[config.mk]
export PLATFORM = sky130hd
export DESIGN_NAME = jam_cost_scheduler_flat
export DESIGN_NICKNAME = d
export VERILOG_FILES = /design/src/rtl/jam_cost_scheduler_if.sv /design/src/rtl/jam_cost_scheduler.sv /design/src/flat_wrapper.sv
export SDC_FILE = /design/constraint.sdc
export NUM_CORES = 1
export LEC_CHECK = 0
export CORE_ASPECT_RATIO = 0.9
export CORE_MARGIN = 4
export CORE_UTILIZATION = 48
export DETAILED_ROUTE_END_ITERATION = 16
export GPL_TIMING_DRIVEN = 0
export PLACE_DENSITY = 0.81
export SLEW_MARGIN = 20
export SYNTH_ARGS = -nofsm -noshare
export SYNTH_HDL_FRONTEND = slang
export SYNTH_SLANG_ARGS = --single-unit
export TNS_END_PERCENT = 5
[constraint.sdc]
create_clock -name CLK -period 2.6 [get_ports CLK]
set_clock_uncertainty 0.05 [all_clocks]
set_input_delay 0.78 -clock CLK [delete_from_list [all_inputs] [get_ports CLK]]
set_output_delay 0.78 -clock CLK [all_outputs]
set_load 0.02 [all_outputs]
[src/rtl/jam_cost_scheduler_if.sv]
// Requester / cost-table side bundle of the permutation cost scheduler.
// The slave modport is the scheduler; the master modport is the requesters plus the table.
interface jam_cost_scheduler_if #(
   parameter int unsigned NREQ    = 2,
   parameter int unsigned ID_BITS = 1
);
   logic [NREQ-1:0]      req;
   logic [NREQ*24-1:0]   perm;
   logic [NREQ-1:0]      gnt;
   logic [2:0]           W;
   logic [2:0]           J;
   logic [6:0]           Cost;
   logic                 done;
   logic [ID_BITS-1:0]   done_id;
   logic [9:0]           done_sum;

   modport master (
      output req, perm, Cost,
      input  gnt, W, J, done, done_id, done_sum
   );

   modport slave (
      input  req, perm, Cost,
      output gnt, W, J, done, done_id, done_sum
   );
endinterface

[src/rtl/jam_cost_scheduler.sv]
// Round-robin time-sharing of one cost-table read port among NREQ permutation evaluators;
// walks workers 0..7 of the granted assignment and reports the summed cost with a done pulse.
module jam_cost_scheduler #(
   parameter int unsigned NREQ    = 2,
   parameter int unsigned ID_BITS = 1
) (
   input  logic                 CLK,
   input  logic                 RST_N,
   jam_cost_scheduler_if.slave  bus
);

   typedef enum logic [1:0] {
      IDLE = 2'd0,
      EVAL = 2'd1,
      DONE = 2'd2
   } state_t;

   state_t               state_q, state_d;
   logic [NREQ-1:0]      gnt_q, gnt_d;
   logic [ID_BITS-1:0]   last_id_q, last_id_d;
   logic [ID_BITS-1:0]   done_id_q, done_id_d;
   logic [23:0]          perm_q, perm_d;
   logic [9:0]           sum_q, sum_d;
   logic [9:0]           done_sum_q, done_sum_d;
   logic [2:0]           cnt_q, cnt_d;
   logic                 done_q, done_d;

   logic                 found;
   int unsigned          sel_idx;
   int unsigned          cand;
   logic [2:0]           w_o, j_o;

   // First pending requester searching upward from the one after last_id, with wrap.
   always_comb begin
      found   = 1'b0;
      sel_idx = 0;
      cand    = 0;
      for (int unsigned i = 1; i <= NREQ; i++) begin
         cand = (32'(last_id_q) + i) % NREQ;
         if (!found && (|(bus.req & (NREQ'(1) << cand)))) begin
            found   = 1'b1;
            sel_idx = cand;
         end
      end
   end

   always_ff @(posedge CLK) begin
      if (!RST_N) begin
         state_q    <= IDLE;
         gnt_q      <= '0;
         last_id_q  <= ID_BITS'(NREQ - 1);
         done_id_q  <= '0;
         perm_q     <= '0;
         sum_q      <= '0;
         done_sum_q <= '0;
         cnt_q      <= '0;
         done_q     <= 1'b0;
      end else begin
         state_q    <= state_d;
         gnt_q      <= gnt_d;
         last_id_q  <= last_id_d;
         done_id_q  <= done_id_d;
         perm_q     <= perm_d;
         sum_q      <= sum_d;
         done_sum_q <= done_sum_d;
         cnt_q      <= cnt_d;
         done_q     <= done_d;
      end
   end

   always_comb begin
      state_d    = state_q;
      gnt_d      = gnt_q;
      last_id_d  = last_id_q;
      done_id_d  = done_id_q;
      perm_d     = perm_q;
      sum_d      = sum_q;
      done_sum_d = done_sum_q;
      cnt_d      = cnt_q;
      done_d     = 1'b0;
      unique case (state_q)
         IDLE: begin
            gnt_d = '0;
            if (found) begin
               state_d   = EVAL;
               gnt_d     = NREQ'(1) << sel_idx;
               last_id_d = ID_BITS'(sel_idx);
               perm_d    = 24'(bus.perm >> (24 * sel_idx));
               sum_d     = '0;
               cnt_d     = '0;
            end
         end
         EVAL: begin
            sum_d = sum_q + 10'(bus.Cost);
            cnt_d = cnt_q + 3'd1;
            if (cnt_q == 3'd7) begin
               state_d    = DONE;
               gnt_d      = '0;
               done_d     = 1'b1;
               done_id_d  = last_id_q;
               done_sum_d = sum_d;
            end
         end
         DONE: begin
            state_d = IDLE;
         end
         default: begin
            state_d = IDLE;
         end
      endcase
   end

   always_comb begin
      w_o = '0;
      j_o = '0;
      if (state_q == EVAL) begin
         w_o = cnt_q;
         j_o = 3'(perm_q >> (32'(cnt_q) * 3));
      end
   end

   assign bus.gnt      = gnt_q;
   assign bus.W        = w_o;
   assign bus.J        = j_o;
   assign bus.done     = done_q;
   assign bus.done_id  = done_id_q;
   assign bus.done_sum = done_sum_q;

endmodule

[src/flat_wrapper.sv]
// flat-port wrapper written by rule: the top's interface ports become plain ports
module jam_cost_scheduler_flat 
#(
   parameter int unsigned NREQ    = 2,
   parameter int unsigned ID_BITS = 1
)
  (CLK, RST_N, bus_req, bus_perm, bus_Cost, bus_gnt, bus_W, bus_J, bus_done, bus_done_id, bus_done_sum);
  jam_cost_scheduler_if #(.NREQ(NREQ), .ID_BITS(ID_BITS)) bus_i ();
  input  logic CLK;
  input  logic RST_N;
  input wire logic [$bits(bus_i.req)-1:0] bus_req;
  input wire logic [$bits(bus_i.perm)-1:0] bus_perm;
  input wire logic [$bits(bus_i.Cost)-1:0] bus_Cost;
  output wire logic [$bits(bus_i.gnt)-1:0] bus_gnt;
  output wire logic [$bits(bus_i.W)-1:0] bus_W;
  output wire logic [$bits(bus_i.J)-1:0] bus_J;
  output wire logic [$bits(bus_i.done)-1:0] bus_done;
  output wire logic [$bits(bus_i.done_id)-1:0] bus_done_id;
  output wire logic [$bits(bus_i.done_sum)-1:0] bus_done_sum;
  assign bus_i.req = bus_req;
  assign bus_i.perm = bus_perm;
  assign bus_i.Cost = bus_Cost;
  assign bus_gnt = bus_i.gnt;
  assign bus_W = bus_i.W;
  assign bus_J = bus_i.J;
  assign bus_done = bus_i.done;
  assign bus_done_id = bus_i.done_id;
  assign bus_done_sum = bus_i.done_sum;
  jam_cost_scheduler #(.NREQ(NREQ), .ID_BITS(ID_BITS)) u_core (.CLK(CLK), .RST_N(RST_N), .bus(bus_i));
endmodule
==> flow_metrics.env <==
export IMPL_fmax_mhz=388
export IMPL_wl_mm=7.29
export IMPL_cts_num_sinks=54
export IMPL_final_nets=457
export IMPL_drive_gt1_frac=0.0900
export IMPL_r2r_start="u_core.sum_q[6]"
export IMPL_slew_headroom=0.402
export IMPL_synth_area_mm2=0.00274
export IMPL_drt_pass1_iter_count=4
export IMPL_drt_iter0_markers=195
export IMPL_initial_core_util=0.510
export IMPL_fin_tns_setup_ns=0
export IMPL_crit_path_start_kind="register"
export IMPL_min_from="u_core.bus.done_sum[1]"
export IMPL_setup_ws_ns=0.0198
export IMPL_hold_buffers=0
export IMPL_syn_avg_cell_area_um2=9.02
export IMPL_design_area_mm2=0.00372
export IMPL_maxCapViolCount=0
export IMPL_grt_pass1_vias=2566
export IMPL_synth_cell_types=43
export IMPL_chipWidth_um=87.7
export IMPL_grt_max_degree=18
export IMPL_final_cell_mix="70 x clkdlybuf4s50_1, 53 x dfxtp_1, 44 x nor2_1"
export IMPL_portBuffers=77
export IMPL_die_h_um=79.7
export IMPL_coreArea_mm2=0.00538
export IMPL_synth_cells=304
export IMPL_yosys_warnings=0
export IMPL_pre_cts_ws_ns=-0.303
export IMPL_cts_buffer_depth=2
export IMPL_area_growth_pct=35.7
export IMPL_path_class="register to primary output"
export IMPL_place_area_mm2=0.00360
export IMPL_critPathCaptureType="primary output"
export IMPL_rsz0062_at_grt="true"
export IMPL_antenna_found_initial=0
export IMPL_holdWs_ns=0.413
export IMPL_crit_start="u_core.cnt_q[0]"
export IMPL_seq_area_frac_synth=0.394
export IMPL_synth_edff_count=0
export IMPL_path_max_fanout=9
export IMPL_dp_hpwl_mm=5.68
export IMPL_drc=0
export IMPL_vias_per_cell=5.69
export IMPL_reg2reg_slack_ns=0.65
export IMPL_ant_nets=0
export IMPL_grt_pass1_wl_mm=11.9
export IMPL_ys_ff_latch=54
export IMPL_required_ns=1.77
export IMPL_cts_tree="built"
export IMPL_p_per_area_mw_per_mm2=503
export IMPL_n_antenna_cell=0
export IMPL_die_area_mm2=0.00699
export IMPL_utilization=0.692
export IMPL_final_common_cell="clkdlybuf4s50_1"
export IMPL_gp_congestion=0.810
export IMPL_grt_ovfl_total=0
export IMPL_std_cell_rows=25
export IMPL_vias=2596
export IMPL_crit_arrival_ns=1.75
export IMPL_numCtsBuffers=5
export IMPL_clk_latency_ns=0.30
export IMPL_io_pins=79
export IMPL_finalSetupViolations=0
export IMPL_track_usage=0.214
export IMPL_ys_flop_type="dfxtp_1"
export IMPL_drv_slew=0
export IMPL_hp_class="register to register"
export IMPL_p_leak_nw=1.39
export IMPL_cts_root_buf="clkbuf_8"
export IMPL_synth_nets=373
export IMPL_post_route_min_period_ns=2.58
export IMPL_postCtsSetupRepairBufs=0
export IMPL_ir_drop_mv=0.314
export IMPL_htreeDepth=2
export IMPL_clkSlewWorstSetupHoldPaths_ns=0.10
export IMPL_status="completed"
export IMPL_routedWlPerCell_um=16.0
export IMPL_hold_viol_final=0
export IMPL_worst_pin_slew_ns=0.891
export IMPL_finalCritPeriodShare=0.992
export IMPL_async_flop_share=0
-- final cells by class --
type,count,area [um^2]
multi-input combinational,222,1560
buffer,25,126
tap,67,83.8
clock buffer,6,82.6
clock inverter,2,16.3
fill,442,1660
timing repair buffer,77,757
sequential,54,1080
inverter,3,11.3
-- critical path, stage by stage, from the launching register on --
cell and delay [ns]:
dfxtp_2 0.37, buf_12 0.14, mux4_2 0.53, mux2i_1 0.17, nor2_1 0.07, buf_2 0.17
-- worst paths after layout --
path | to | depth (start not counted)
hold / removal | u_core.bus.done_sum[1] | 2
hold reg to reg | u_core.bus.done_sum[1] | 2
setup reg to reg | u_core.sum_q[9] | 5
setup / recovery | bus_J[0] | 5
-- Yosys cell counts (3+ instances only) --
master,instances,share of area
dfxtp_1,54,0.39
nor2_1,44,0.060
mux2i_1,27,0.099
a211oi_1,26,0.071
nand2_1,26,0.036
clkbuf_1,18,0.025
a21oi_1,16,0.029
nand3_1,13,0.024
ha_1,9,0.041
mux4_2,6,0.049
o21ai_0,5,0.0091
nand4_1,4,0.0091
nand4b_1,4,0.013
o21a_1,4,0.011
o311ai_0,4,0.013
xor2_1,4,0.013
a31oi_1,3,0.0068
and2_1,3,0.0068
buf_1,3,0.0041
inv_1,3,0.0041
-- kinds of logic after synthesis --
family	after synthesis	synth area share
AOI/OAI and AO/OA	69	0.176
xor gates and xnor gates	5	0.0160
buffers and inverters	28	0.0420
DFF	54	0.394
muxes	33	0.148
and+or+nand+nor	105	0.175
adders and majority gates	10	0.0484
-- power by group --
| group | switching [mW] | internal, mW | total, mW |
|---|---|---|---|
| Combinational | 0.227 | 0.223 | 0.450 |
| Sequential | 0.0325 | 0.883 | 0.916 |
| Clock | 0.284 | 0.220 | 0.504 |
| Total | 0.544 | 1.33 | 1.87 |
-- per-stage QoR --
step	total power, mW	std cells
detailed placement	1.37	448
global placement	1.36	448
floorplan	1.20	304
CTS	1.86	456
global route	1.95	456
finish	1.87	456
-- repair_timing --
action                                  4_1_cts  5_1_grt
endpoints found under the setup margin        6       13
pin swaps                                     0        2
gates resized for setup                      24        9
cloned                                        0        0
-- state kept, by name, summed over array words and instances, names as in the netlist --
register / count
u_core.bus.done: 1
u_core.bus.done_id: 1
u_core.bus.done_sum: 10
u_core.bus.gnt: 2
u_core.cnt_q: 3
u_core.last_id_q: 1
u_core.perm_q: 24
u_core.state_q: 2
u_core.sum_q: 10
-- routing by layer --
layer / wire [um] / global-route usage / vias to the layer above
li1: - / - / 1274
met1: 3270 / 0.277 / 1233
met2: 3560 / 0.365 / 79
met3: 390 / 0.0413 / 10
met4: 72 / 0.0521 / 0
met5: 0 / 0 / -
Power figures use the tool's default switching activity.
